--- config.mk ---
export PLATFORM = sky130hd
export DESIGN_NAME = tz_rr_arbiter
export DESIGN_NICKNAME = d
export VERILOG_FILES = /design/src/rtl/tz_rr_arbiter_pkg.sv /design/src/rtl/tz_rr_arbiter_tzc.sv /design/src/rtl/tz_rr_arbiter.sv
export SDC_FILE = /design/constraint.sdc
export NUM_CORES = 1
export LEC_CHECK = 0
export CORE_MARGIN = 2
export CORE_UTILIZATION = 44
export DETAILED_ROUTE_END_ITERATION = 8
export PLACE_DENSITY = 0.73
export SLEW_MARGIN = 10
export SYNTH_ARGS = -nofsm -noshare
export SYNTH_HDL_FRONTEND = slang
export SYNTH_HIERARCHICAL = 1
export SYNTH_SLANG_ARGS = --single-unit
--- constraint.sdc ---
create_clock -name clk -period 4.4 [get_ports clk]
set_input_delay 0.88 -clock clk [delete_from_list [all_inputs] [get_ports clk]]
set_output_delay 0.88 -clock clk [all_outputs]
set_load 0.01 [all_outputs]
--- src/rtl/tz_rr_arbiter_pkg.sv ---
// tz_rr_arbiter_pkg -- shared types and constants for the round-robin arbiter.
// Revision: 1.0
`default_nettype none

package tz_rr_arbiter_pkg;

  localparam int CNT_W = 16;

  typedef enum logic [0:0] {
    ST_IDLE  = 1'b0,
    ST_OFFER = 1'b1
  } arb_state_t;

endpackage

`default_nettype wire

--- src/rtl/tz_rr_arbiter_tzc.sv ---
// TrailingZeroes -- trailing-zero count of a vector; result is 0 for an all-zero input.
// Revision: 1.0
`default_nettype none

module TrailingZeroes #(
  parameter int DATA_WIDTH = 8,
  localparam int CW = (DATA_WIDTH > 1) ? $clog2(DATA_WIDTH) : 1
) (
  input  logic [DATA_WIDTH-1:0] i_data,
  output logic [CW-1:0]         o_count
);

  // Scanning downward lets the lowest set bit overwrite any higher one.
  always_comb begin
    o_count = '0;
    for (int i = DATA_WIDTH - 1; i >= 0; i--) begin
      if (i_data[i]) o_count = CW'(i);
    end
  end

endmodule

`default_nettype wire

--- src/rtl/tz_rr_arbiter.sv ---
// tz_rr_arbiter -- round-robin arbiter with valid/ready grant handshake and saturating count.
// Revision: 1.0
`default_nettype none

module tz_rr_arbiter
  import tz_rr_arbiter_pkg::*;
#(
  parameter int N_REQ = 8,
  localparam int IDX_W = $clog2(N_REQ)
) (
  input  logic             clk,
  input  logic             rst_n,
  input  logic [N_REQ-1:0] req,
  output logic             gnt_valid,
  input  logic             gnt_ready,
  output logic [IDX_W-1:0] gnt_idx,
  output logic [N_REQ-1:0] gnt_oh,
  output logic [CNT_W-1:0] gnt_cnt
);

  arb_state_t       r_state;
  arb_state_t       w_state_nxt;
  logic [IDX_W-1:0] r_gnt_idx;
  logic [IDX_W-1:0] r_last_idx;
  logic [CNT_W-1:0] r_cnt;

  logic             w_hs;
  logic             w_req_any;
  logic [IDX_W-1:0] w_ptr;
  logic [N_REQ-1:0] w_mask;
  logic [N_REQ-1:0] w_masked;
  logic [IDX_W-1:0] w_tz_masked;
  logic [IDX_W-1:0] w_tz_req;
  logic [IDX_W-1:0] w_winner;

  assign w_hs      = (r_state == ST_OFFER) && gnt_ready;
  assign w_req_any = |req;
  // A completing grant must already count as "last" for the winner loaded this cycle.
  assign w_ptr     = w_hs ? r_gnt_idx : r_last_idx;

  always_comb begin
    w_mask = '0;
    for (int i = 0; i < N_REQ; i++) begin
      w_mask[i] = (i > int'(w_ptr));
    end
  end

  assign w_masked = req & w_mask;

  TrailingZeroes #(.DATA_WIDTH(N_REQ)) u_tz_masked (
    .i_data  (w_masked),
    .o_count (w_tz_masked)
  );

  TrailingZeroes #(.DATA_WIDTH(N_REQ)) u_tz_req (
    .i_data  (req),
    .o_count (w_tz_req)
  );

  assign w_winner = (|w_masked) ? w_tz_masked : w_tz_req;

  always_comb begin
    w_state_nxt = r_state;
    case (r_state)
      ST_IDLE:  if (w_req_any) w_state_nxt = ST_OFFER;
      ST_OFFER: if (w_hs && !w_req_any) w_state_nxt = ST_IDLE;
      default:  w_state_nxt = ST_IDLE;
    endcase
  end

  always_ff @(posedge clk or negedge rst_n) begin
    if (!rst_n) begin
      r_state    <= ST_IDLE;
      r_gnt_idx  <= '0;
      r_last_idx <= IDX_W'(N_REQ - 1);
      r_cnt      <= '0;
    end else begin
      r_state <= w_state_nxt;
      if (w_hs) begin
        r_last_idx <= r_gnt_idx;
        if (r_cnt != {CNT_W{1'b1}}) r_cnt <= r_cnt + CNT_W'(1);
      end
      if ((r_state == ST_IDLE || w_hs) && w_req_any) r_gnt_idx <= w_winner;
    end
  end

  always_comb begin
    gnt_valid = (r_state == ST_OFFER);
    gnt_idx   = r_gnt_idx;
    gnt_cnt   = r_cnt;
    gnt_oh    = gnt_valid ? (N_REQ'(1) << r_gnt_idx) : '0;
  end

endmodule

`default_nettype wire

==> impl_metrics.tcl, run 1 <==
set metrics [dict create \
    holdBufCountCts 0 \
    clkPwrFrac 0.138 \
    path_clk_slew_ns 0.13 \
    avgSynthCellArea_sq_um 9.04 \
    ant_nets 0 \
    drv_slew 0 \
    synthCells 175 \
    max_slew_margin 0.318 \
    ys_seq_elements 23 \
    seqCellArea_sq_um 579 \
    viasPerCell 5.62 \
    cts_resized 0 \
    period_share 0.641 \
    hold_viol 0 \
    hpwl_microns 2950 \
    nNetsFinal 230 \
    sw_frac_of_total 0.376 \
    arrival_ns 3.07 \
    vias 1479 \
    multiInputGateArea_sq_um 947 \
    fin_tns_setup_ns 0 \
    cp_top_family "compound AO/OA/AOI/OAI gates" \
    final_util 0.601 \
    clock_sinks 23 \
    n_fill_cell 307 \
    post_cts_buffers 0 \
    dieHeight_microns 64.0 \
    port_buffers 38 \
    crit_path_end_kind "flop" \
    core_region_area_sq_um 3390 \
    power_density_nw_per_um2 355 \
    p_seq_frac 0.436 \
    rsz0062_at_grt "false" \
    required_ns 4.65 \
    numCtsBuffers 3 \
    htree_levels 1 \
    r2r_cells 7 \
    critPathMaxFanout 13 \
    gr-usage-all-layers 0.205 \
    cp_slowest_cell "clkdlybuf4s50_1" \
    io_pins 39 \
    synth.yosys.seq_area_share 0.366 \
    status "complete, no violations" \
    start_util 0.467 \
    cts_tree "done" \
    first_global_vias 1425 \
    die-area_sq_um 4090 \
    worstSkewPairLatency_ns 0.32 \
    tightest_slew_ns 1.02 \
    clockBufferDepth 2 \
    drt_iter0_markers 60 \
    hold_depth 2 \
    dr.pass1.iters 4 \
    gr-total-overflow 0 \
    antenna_found_initial 0 \
    finalClockSkew_ns 0.00526 \
    path_class "primary input to flop" \
    placementRows 21 \
    drive_above_1_share 0.0922 \
    cp_num_cells 9 \
    holdCritPathClass "flop to flop" \
    wire_per_inst_microns 14.6 \
    max_stage_delay_ns 0.62 \
    fmax_mhz 354 \
    intPower_uw 451 \
    p_leak_nw 0.836 \
    synth.distinct_cells 48 \
    gp_congestion 0.932 \
    yosysWarnings 6 \
    antennaDiodeCount 0 \
    worstSetupStartpointType "primary input" \
    period_needed_ns 2.82 \
    switching_power_uw 271 \
    cp_cell_sequence "clkdlybuf4s50_1 > a21bo_1 > a221o_1 > and2_2 > nor2_1 > o21ai_1 > a211oi_2 > o31ai_1 > a31oi_1" \
    drt_wl_total_microns 3830 \
    syn2layout_area_growth_pct 28.7 \
    die_x_microns 64.0 \
    grt_max_degree 24 \
    setup_viol 0 \
    cap_viol_max_count 0 \
    syn_area_sq_um 1580 \
    combPwrFrac 0.425 \
    ir_drop_mv 0.143 \
    ff2ff_setup_slack_ns 2.19 \
    route.detailed.drc 0 \
    cts_root_buf "clkbuf_4" \
    grt_pass1_wl_microns 6640 \
    cp_num_buf_inv 1 \
]
## synth_stat cells (all sizes together)
cell,number,share of area
o31ai,3,0.014
mux2,2,0.014
a31oi,4,0.016
a32o,1,0.0063
dfrtp,20,0.32
a21o,2,0.0095
o2111ai,2,0.015
nand4,10,0.040
conb,1,0.0024
nor4b,2,0.011
buf,4,0.017
nor4bb,2,0.013
dfstp,3,0.050
o21ai,5,0.016
and2,5,0.021
and3,4,0.016
nor3,4,0.013
a211oi,5,0.033
o2111a,1,0.0071
nor3b,2,0.0095
o41ai,2,0.021
a21bo,1,0.0063
a32oi,1,0.0055
and4,2,0.011
nand3,6,0.019
ha,1,0.0079
xor2,3,0.017
inv,12,0.028
and4bb,1,0.0079
or4,2,0.0095
o211ai,1,0.0047
nor2,17,0.043
nand2,16,0.043
xnor2,12,0.066
nor4,3,0.021
mux2i,1,0.0063
a21oi,8,0.025
nand2b,3,0.012
a221o,1,0.0063
## cells in the final DEF, fill, tap and decap left out, types with 4 or more instances in the layout
| cell | n |
|---|---|
| clkdlybuf4s50_1 | 38 |
| dfrtp_1 | 20 |
| nand2_1 | 15 |
| nor2_1 | 15 |
| inv_1 | 12 |
| xnor2_1 | 12 |
| nand4_1 | 10 |
| a21oi_1 | 8 |
| nand3_1 | 6 |
| conb_1 | 5 |
| nor3_1 | 4 |
| a31oi_1 | 4 |
| and3_1 | 4 |
## state kept, by name (all words and copies together) (netlist names)
name,flops
gnt_valid,1
gnt_cnt,16
r_last_idx,3
gnt_idx,3
## layout make-up
cell class | count | area share
multi-input combinational | 140 | 0.465
sequential | 23 | 0.284
timing repair buffer | 38 | 0.187
tap | 46 | 0.0283
inverter | 12 | 0.0221
clock buffer | 3 | 0.0111
clock inverter | 1 | 0.00246
## power groups by stage
stage / logic [mW] / clock network (mW) / registers [mW]
2_1_floorplan: 0.164 / 0 / 0.318
3_3_place_gp: 0.305 / 0 / 0.316
3_5_place_dp: 0.308 / 0 / 0.318
4_1_cts: 0.309 / 0.101 / 0.314
5_1_grt: 0.336 / 0.111 / 0.325
6_report: 0.307 / 0.100 / 0.315
## path summary, 6_finish.rpt
path,from,to
min,r_last_idx[0],r_last_idx[0]
max in group asynchronous,rst_n,gnt_valid
max reg2reg,gnt_valid,gnt_idx[2]
min in group asynchronous,rst_n,gnt_cnt[5]
max,gnt_ready,gnt_idx[1]
min reg2reg,r_last_idx[0],r_last_idx[0]
## through the flow
step	instance area [sq um]	power (mW)	hold WS [ns]	worst slack [ns]	instances
after floorplan	1600	0.481	0.461	2.12	179
after global placement	2010	0.621	0.484	1.29	259
after detailed placement	2010	0.626	0.485	1.28	259
after CTS	2040	0.724	0.502	1.60	263
after global routing	2040	0.773	0.530	1.45	263
final	2040	0.722	0.510	1.58	263
## cells by family (layout without fill, tap and decap cells)
kind of cell	count (synthesis)	after routing	share of synthesized area
AND/OR/NAND/NOR	79	79	0.289
other	1	5	0.00237
flip-flops	23	23	0.366
adder cells (fa/ha/maj)	1	1	0.00790
multiplexers	3	3	0.0206
buffers and inverters	16	54	0.0451
AO/OA/AOI/OAI	37	37	0.186
XOR/XNOR	15	15	0.0830
## metal layers
metal  GRT usage  share of wire  vias to the layer above  wire length (microns)
li1            -              -                      721                      -
met5           0              0                        -                      0
met1       0.253           0.43                      713                   1660
met3      0.0176          0.028                        6                    109
met4      0.0924          0.022                        0                     86
met2       0.361           0.51                       39                   1970
## worst reg2reg max path, stage by stage (launching register included)
cell and delay, ns:
dfrtp_1 0.66, nor4bb_1 0.46, a221o_1 0.22, and2_2 0.18, nor4_1 0.05, nor4b_1 0.29
o31ai_1 0.13, a31oi_1 0.16
Power figures use the tool's default switching activity.
==> run 2, diff against run 1 <==
clock period = 2.7 ns   (was 4.4 ns; I/O delays follow)
==> impl_metrics.tcl, run 2 (synthesis results as in run 1) <==
set metrics [dict create \
    pre_cts_slack_ns -0.00378 \
    post_cts_buffers 0 \
    drv_slew 0 \
    reg2reg_from "gnt_valid" \
    htree_levels 1 \
    route.detailed.drc 0 \
    mostFrequentLayoutCell "clkdlybuf4s50_1" \
    drt_iter0_markers 59 \
    required_ns 2.93 \
    drive_above_1_share 0.104 \
    ir_drop_mv 0.222 \
    wire_per_inst_microns 14.4 \
    core_region_area_sq_um 3390 \
    clockBufferDepth 2 \
    start_util 0.467 \
    hpwl_microns 3010 \
    max_slew_margin 0.567 \
    ff2ff_setup_slack_ns 0.46 \
    first_global_vias 1487 \
    viasPerCell 5.60 \
    layout_setup_ws_ns 0.256 \
    grt_max_degree 17 \
    cp_cell_sequence "clkdlybuf4s50_1 > nand2_4 > buf_4 > mux2i_1 > a21oi_1 > nor4_1 > nor4b_1 > o31ai_1 > a31oi_1" \
    max_stage_delay_ns 0.66 \
    power_density_nw_per_um2 571 \
    p_leak_nw 0.853 \
    io_pins 39 \
    path_class "primary input to flop" \
    setup_viol 0 \
    die_x_microns 64.0 \
    cp-startpoint "gnt_ready" \
    holdCritPathClass "flop to flop" \
    cp_num_buf_inv 2 \
    grt_pass1_wl_microns 6720 \
    gr-usage-all-layers 0.205 \
    fin_area_sq_um 2070 \
    post-place-cells 263 \
    multiInputGateArea_sq_um 947 \
    syn2layout_area_growth_pct 30.5 \
    cp_slowest_cell "clkdlybuf4s50_1" \
    worstSkewPairLatency_ns 0.30 \
    die-area_sq_um 4090 \
    arrival_ns 2.67 \
    dieHeight_microns 64.0 \
    vias 1495 \
    path_clk_slew_ns 0.12 \
    status "complete, no violations" \
    layout_common_cells "clkdlybuf4s50_1, dfrtp_1, nand2_1, nor2_1" \
    worstSetupStartpointType "primary input" \
    drt_wl_total_microns 3840 \
    placedInstanceArea_sq_um 2040 \
    clock_sinks 23 \
    antennaDiodeCount 0 \
    holdBufCountCts 0 \
    placementRows 21 \
    cts_resized 0 \
    n_fill_cell 298 \
    period_share 0.905 \
    gr-total-overflow 0 \
    r2r_cells 7 \
    cap_viol_max_count 0 \
    seqCellArea_sq_um 579 \
    crit_path_end_kind "flop" \
    critPathMaxFanout 8 \
    cp_top_family "buffers and inverters" \
    antenna_found_initial 0 \
    cts_root_buf "clkbuf_4" \
    cts_tree "done" \
    holdWs_ns 0.512 \
    finalClockSkew_ns 0.000884 \
    period_needed_ns 2.44 \
    fin_tns_setup_ns 0 \
    ant_nets 0 \
    port_buffers 38 \
    r2r_end "gnt_idx[2]" \
    hold_viol 0 \
    fmax_mhz 409 \
    final_cells 267 \
    nNetsFinal 234 \
    crit_end "gnt_idx[2]" \
    numCtsBuffers 3 \
    rsz0062_at_grt "false" \
    gp_congestion 0.915 \
    largest_reg_flops 16 \
    cp_num_cells 9 \
    dr.pass1.iters 4 \
    tightest_slew_ns 0.647 \
]
## run 2: worst register-to-register path, stage by stage, from the launching register on
cell and delay [ns]:
dfrtp_1 0.67, nor4bb_1 0.43, a221o_1 0.22, and2_2 0.18, nor4_1 0.06, nor4b_1 0.29, o31ai_1 0.12, a31oi_1 0.20
## run 2: through the flow
stage,total power [mW],util
5_1_grt,1.27,0.609
3_3_place_gp,1.01,0.602
3_5_place_dp,1.03,0.602
6_report,1.18,0.609
4_1_cts,1.19,0.609
2_1_floorplan,0.784,-
## run 2: report_power, final
group          switching, mW  internal [mW]
Combinational          0.243          0.267
Sequential            0.0954          0.417
Clock                 0.0993         0.0576
Total                  0.437          0.741
## run 2: how the worst min path moves through the flow
stage	startpoint	endpoint	slack, ns	depth (start not counted)
2_1_floorplan	rst_n	gnt_cnt[0]	0.24	0
5_1_grt	gnt_cnt[12]	gnt_cnt[12]	0.55	1
3_5_place_dp	r_last_idx[0]	r_last_idx[0]	0.49	2
4_1_cts	r_last_idx[0]	r_last_idx[0]	0.51	2
6_report	r_last_idx[0]	r_last_idx[0]	0.51	2
3_3_place_gp	r_last_idx[0]	r_last_idx[0]	0.48	2
## run 2: area by class of cell
cell class,instances,share of cell area
repair buffers,42,0.199
clock buffers,4,0.0127
well taps,46,0.0279
multi-input cells,140,0.459
inverters,12,0.0218
flip-flops and latches,23,0.280
## run 2: routing by layer
layer  up-vias  wire [microns]  part of all wire  track usage
met1       720            1620              0.42        0.237
met4         0              74             0.019       0.0924
met5         -               0                 0            0
met3         8             112             0.029       0.0282
met2        34            2030              0.53        0.370
li1        733               -                 -            -
